==> src/rtl/led_pulse_pkg.sv <==
// Shared types and helpers for the LED pulse stretcher: FSM state encoding and timer width.
package led_pulse_pkg;

    typedef enum logic [1:0] {
        IDLE = 2'd0,
        ON   = 2'd1,
        GAP  = 2'd2
    } led_state_t;

    // Timer must hold max(on, off) - 1; never narrower than one bit.
    function automatic int cnt_width(input int on_cycles, input int off_cycles);
        int m;
        int w;
        m = (on_cycles > off_cycles) ? on_cycles : off_cycles;
        w = $clog2(m);
        return (w < 1) ? 1 : w;
    endfunction

endpackage

==> src/rtl/led_pulse_stretcher_stretch_timer.sv <==
// Loadable down-counter shared by the ON and GAP phases; holds at zero when not loaded.
module stretch_timer #(
    parameter int W = 1
) (
    input  logic         clk,
    input  logic         rst,
    input  logic         load,
    input  logic [W-1:0] value,
    output logic         zero
);

    logic [W-1:0] count;

    always_ff @(posedge clk or posedge rst) begin
        if (rst) begin
            count <= '0;
        end else if (load) begin
            count <= value;
        end else if (count != '0) begin
            count <= count - W'(1);
        end
    end

    assign zero = (count == '0);

endmodule

==> src/rtl/led_pulse_stretcher.sv <==
// Stretches one-cycle events into ON_CYCLES LED flashes, each followed by an OFF_CYCLES dark gap.
// LED_PULSE_QUEUE_EN: events arriving mid-flash are queued (saturating) instead of dropped.
module led_pulse_stretcher #(
    parameter int ON_CYCLES  = 25_000_000,
    parameter int OFF_CYCLES = 12_500_000,
    parameter int PEND_W     = 3
) (
    input  logic              clk,
    input  logic              rst,
    input  logic              pulse_in,
    output logic              led_out,
    output logic              busy,
    output logic [PEND_W-1:0] pending,
    output logic              dropped
);
    import led_pulse_pkg::*;

    localparam int CW = cnt_width(ON_CYCLES, OFF_CYCLES);
    localparam logic [CW-1:0] ON_LOAD  = CW'(ON_CYCLES - 1);
    localparam logic [CW-1:0] OFF_LOAD = CW'(OFF_CYCLES - 1);

    led_state_t        state;
    led_state_t        state_next;
    logic              load;
    logic [CW-1:0]     load_val;
    logic              zero;
    logic              final_gap;
    logic              start;
    logic              drop_next;
    logic [PEND_W-1:0] pend_q;

    stretch_timer #(.W(CW)) u_timer (
        .clk   (clk),
        .rst   (rst),
        .load  (load),
        .value (load_val),
        .zero  (zero)
    );

    assign final_gap = (state == GAP) && zero;
    assign start     = final_gap && ((pend_q != '0) || pulse_in);

    always_comb begin
        state_next = state;
        load       = 1'b0;
        load_val   = ON_LOAD;
        case (state)
            IDLE: begin
                if (pulse_in) begin
                    state_next = ON;
                    load       = 1'b1;
                end
            end
            ON: begin
                if (zero) begin
                    state_next = GAP;
                    load       = 1'b1;
                    load_val   = OFF_LOAD;
                end
            end
            GAP: begin
                if (zero) begin
                    state_next = start ? ON : IDLE;
                    load       = start;
                end
            end
            default: state_next = IDLE;
        endcase
    end

`ifdef LED_PULSE_QUEUE_EN
    localparam logic [PEND_W-1:0] PEND_MAX = '1;
    logic [PEND_W-1:0] pend_next;

    always_comb begin
        pend_next = pend_q;
        drop_next = 1'b0;
        if (final_gap) begin
            // start is always 1 when pulse_in is, so this cannot overflow or underflow
            pend_next = pend_q + PEND_W'(pulse_in) - PEND_W'(start);
        end else if (pulse_in && (state != IDLE)) begin
            if (pend_q == PEND_MAX) begin
                drop_next = 1'b1;
            end else begin
                pend_next = pend_q + PEND_W'(1);
            end
        end
    end

    always_ff @(posedge clk or posedge rst) begin
        if (rst) begin
            pend_q <= '0;
        end else begin
            pend_q <= pend_next;
        end
    end
`else
    assign pend_q    = '0;
    assign drop_next = pulse_in && (state != IDLE) && !final_gap;
`endif

    always_ff @(posedge clk or posedge rst) begin
        if (rst) begin
            state   <= IDLE;
            led_out <= 1'b0;
            busy    <= 1'b0;
            dropped <= 1'b0;
        end else begin
            state   <= state_next;
            led_out <= (state_next == ON);
            busy    <= (state_next != IDLE);
            dropped <= drop_next;
        end
    end

    assign pending = pend_q;

endmodule

==> config.mk <==
export PLATFORM = sky130hd
export DESIGN_NAME = led_pulse_stretcher
export DESIGN_NICKNAME = d
export VERILOG_FILES = /design/src/rtl/led_pulse_pkg.sv /design/src/rtl/led_pulse_stretcher_stretch_timer.sv /design/src/rtl/led_pulse_stretcher.sv
export SDC_FILE = /design/constraint.sdc
export NUM_CORES = 1
export LEC_CHECK = 0
export CAP_MARGIN = 40
export CORE_MARGIN = 2
export CORE_UTILIZATION = 45
export CTS_CLUSTER_SIZE = 12
export DETAILED_ROUTE_END_ITERATION = 8
export MAX_ROUTING_LAYER = met4
export PLACE_DENSITY = 0.67
export SYNTH_ARGS = -nofsm -noshare
export SYNTH_HDL_FRONTEND = slang
export SYNTH_HIERARCHICAL = 1
export SYNTH_SLANG_ARGS = --single-unit
==> constraint.sdc <==
create_clock -name clk -period 4 [get_ports clk]
set_input_delay 0.8 -clock clk [delete_from_list [all_inputs] [get_ports clk]]
set_output_delay 0.8 -clock clk [all_outputs]
set_load 0.02 [all_outputs]
==> flow_metrics.py <==
metrics = {
    "yosys": {
        "synthFlopType": "dfrtp_1",
        "synthTopCellsByArea": "dfrtp_1 40%, o31ai_1 5.2%, xnor2_1 4.2%",
        "ys_seq_elements": 30,
        "synth_edf_count": 0,
        "syn-cell-area_sq_um": 1860,
        "synth_cell_types": 48,
        "async_flop_share": 1.00,
        "seq_area_frac_synth": 0.403,
        "synth_warnings": 6,
        "netlist_instances": 206,
        "synth_top_cell_area_share": 0.403,
        "syn-mean-instance-area_sq_um": 9.05,
        "synth_top_area_cell": "dfrtp_1",
    },
    "final_layout": {
        "n_fill_cell": 374,
        "final_cell_mix": "30 x dfrtp_1, 19 x conb_1, 19 x nand2_1",
        "layout_commonest_cell": "dfrtp_1",
        "syn_to_final_growth_pct": 13.3,
        "final-seq-area_sq_um": 751,
        "drive_above_1_share": 0.0844,
        "nets": 231,
        "multi_input_area_sq_um": 1070,
        "antenna_cells": 0,
    },
    "hold_path": {
        "hold_end": "busy$_DFF_PP0_",
        "min_path_cells": 1,
        "hold_class": "flip-flop to flip-flop",
        "hp-start": "state[1]$_DFF_PP0_",
    },
    "timing": {
        "postLayoutSetupSlackWorst_ns": 0.599,
        "clock.fmax_mhz": 294,
        "finalCritPeriodShare": 0.850,
        "slew_violations": 0,
        "setup_violations": 0,
        "hold_viol": 0,
        "fin_crit_ns": 3.40,
        "rsz0062_at_grt": "false",
        "timing_worst_slew_pin_value_ns": 0.686,
        "finalSetupTns_ns": 0,
        "slew-limit-headroom": 0.539,
        "finClkSkew_ns": 0.00356,
    },
    "floorplan": {
        "fp.dieH_microns": 68.4,
        "core-area_sq_um": 4000,
        "ios": 9,
        "num_rows": 23,
        "die_w_microns": 68.4,
        "start_util": 0.466,
        "die_area_sq_um": 4670,
    },
    "placement": {
        "gp_congestion": 0.844,
        "port_buffers": 5,
        "dp_slack_ns": 0.417,
        "place_hpwl_mm": 3.00,
    },
    "route": {
        "vias": 1572,
        "wirelength_mm": 4.17,
        "wl_per_cell_microns": 15.2,
        "first_pass_iters": 4,
        "viasPerCell": 5.72,
        "postRouteAntennaNets": 0,
        "drt-initial-drc-count": 148,
        "post-route-drc-count": 0,
    },
    "setup_path": {
        "critPathMaxFanout": 37,
        "reg2reg_slack_ns": 0.60,
        "cp.required_ns": 4.18,
        "end_kind": "flip-flop",
        "cp-start-kind": "flip-flop",
        "cp.arrival_ns": 3.58,
        "worstReg2RegEnd": "u_timer/count[22]$_DFFE_PP0P_",
        "reg2reg_from": "u_timer/count[12]$_DFFE_PP0P_",
        "reg2reg_depth": 10,
        "path_class": "flip-flop to flip-flop",
    },
    "clocking": {
        "clk_pin_slew_ns": 0.06,
        "htreeDepth": 2,
        "cts_buffer_depth": 2,
        "ctsResizeCount": 0,
        "numCtsBuffers": 5,
        "cts_hold_repair.buffers": 0,
        "cts_tree": "built",
        "cts_root_buf": "clkbuf_8",
        "clock_sinks": 30,
        "cts_setup_buffers": 0,
        "clock_latency_ns": 0.27,
    },
    "global_routing": {
        "grt_pass1_wl_mm": 7.07,
        "grt_overflow_total": 0,
        "grt_pass1_vias": 1483,
        "grt_start_max_net_pins": 38,
        "grt_util_all_layers": 0.216,
        "antenna_found_initial": 0,
    },
    "run": {
        "max-cap-violations": 0,
    },
    "power": {
        "ir_worst_vdd_mv": 0.263,
        "p_per_area_nw_per_um2": 496,
        "cellLeakagePower_nw": 0.782,
        "power_mw": 1.05,
    },
    "status": {
        "run_status": "complete, no violations",
    },
}
-- layer usage --
layer,global-route usage,up-vias,routed length [microns],part of all wire
met5,-,-,0,0
met4,0.0925,0,54,0.013
met3,0.0559,4,227,0.054
met2,0.328,41,2000,0.48
met1,0.274,741,1890,0.45
li1,-,786,-,-
-- logic make-up (layout without fill, tap and decap cells) --
| group | after synthesis | in the layout | share of synthesized area |
|---|---|---|---|
| AND/OR/NAND/NOR | 81 | 81 | 0.251 |
| AO/OA/AOI/OAI | 56 | 56 | 0.207 |
| flip-flops | 30 | 30 | 0.403 |
| buffers and inverters | 22 | 24 | 0.0604 |
| XOR/XNOR | 13 | 13 | 0.0611 |
| adder cells (fa/ha/maj) | 2 | 2 | 0.0134 |
| other | 2 | 19 | 0.00403 |
-- flip-flops by register name, indices dropped and copies added (netlist names) --
signal	flops
u_timer/count	25
led_out	1
busy	1
state	2
dropped	1
-- where the power goes --
| group | leakage (nW) | internal, mW | switching [mW] | total, mW |
|---|---|---|---|---|
| sequential | 0.353 | 0.387 | 0.118 | 0.505 |
| clock | 0.0431 | 0.132 | 0.103 | 0.236 |
| combinational | 0.385 | 0.145 | 0.162 | 0.306 |
| total | 0.782 | 0.664 | 0.383 | 1.05 |
-- worst max-delay path: stages (launching register included) --
cell	delay [ns]
dfrtp_1	0.44
nor3_1	0.43
nand4_1	0.15
buf_4	0.24
nor4_2	0.47
nand3b_1	0.37
o21ai_2	0.13
buf_4	0.35
inv_1	0.30
o41a_1	0.20
a211oi_2	0.24
-- cell usage after synthesis (2+ instances only) --
| library cell | instances |
|---|---|
| dfrtp_1 | 30 |
| nand2_1 | 19 |
| o31ai_1 | 13 |
| nor3_1 | 11 |
| xnor2_1 | 9 |
| inv_1 | 8 |
| nor2_1 | 8 |
| o21ai_1 | 8 |
| nor4_1 | 7 |
| o21ai_0 | 7 |
| a211oi_1 | 6 |
| a21oi_1 | 6 |
| clkbuf_1 | 6 |
| nand2b_1 | 6 |
| or4_1 | 5 |
| a31oi_1 | 4 |
| nand4_1 | 4 |
| xor2_1 | 4 |
| buf_2 | 3 |
| buf_4 | 3 |
| or3_1 | 3 |
| a21o_1 | 2 |
| and3_1 | 2 |
| and4b_1 | 2 |
| buf_6 | 2 |
| conb_1 | 2 |
| ha_1 | 2 |
| nand3_1 | 2 |
| nor3b_1 | 2 |
| o31a_1 | 2 |
-- layout make-up --
type                    instances  share of cell area
inverters                       8              0.0142
flip-flops and latches         30               0.355
repair buffers                 10              0.0527
multi-input cells             171               0.509
clock buffers                   6              0.0391
well taps                      50              0.0296
-- metrics by stage --
stage / hold slack (ns) / utilization / area, sq um / instances
after floorplan: 0.474 / - / 1930 / 223
after global placement: 0.504 / 0.496 / 1980 / 267
after detailed placement: 0.508 / 0.506 / 2020 / 269
after CTS: 0.521 / 0.526 / 2110 / 275
after global routing: 0.568 / 0.528 / 2110 / 275
final: 0.533 / 0.528 / 2110 / 275
-- how the worst max path moves through the flow --
stage               slack [ns]                            end  cells after the start                     startpoint
finish                    0.60  u_timer/count[22]$_DFFE_PP0P_                     10  u_timer/count[12]$_DFFE_PP0P_
global placement          0.57  u_timer/count[22]$_DFFE_PP0P_                     10  u_timer/count[12]$_DFFE_PP0P_
CTS                       0.38  u_timer/count[22]$_DFFE_PP0P_                     10  u_timer/count[12]$_DFFE_PP0P_
floorplan                 0.59  u_timer/count[22]$_DFFE_PP0P_                     11  u_timer/count[12]$_DFFE_PP0P_
detailed placement        0.42  u_timer/count[22]$_DFFE_PP0P_                     10  u_timer/count[12]$_DFFE_PP0P_
global route              0.24  u_timer/count[22]$_DFFE_PP0P_                     10  u_timer/count[12]$_DFFE_PP0P_
Note: power is estimated with default switching activity, not from simulation.
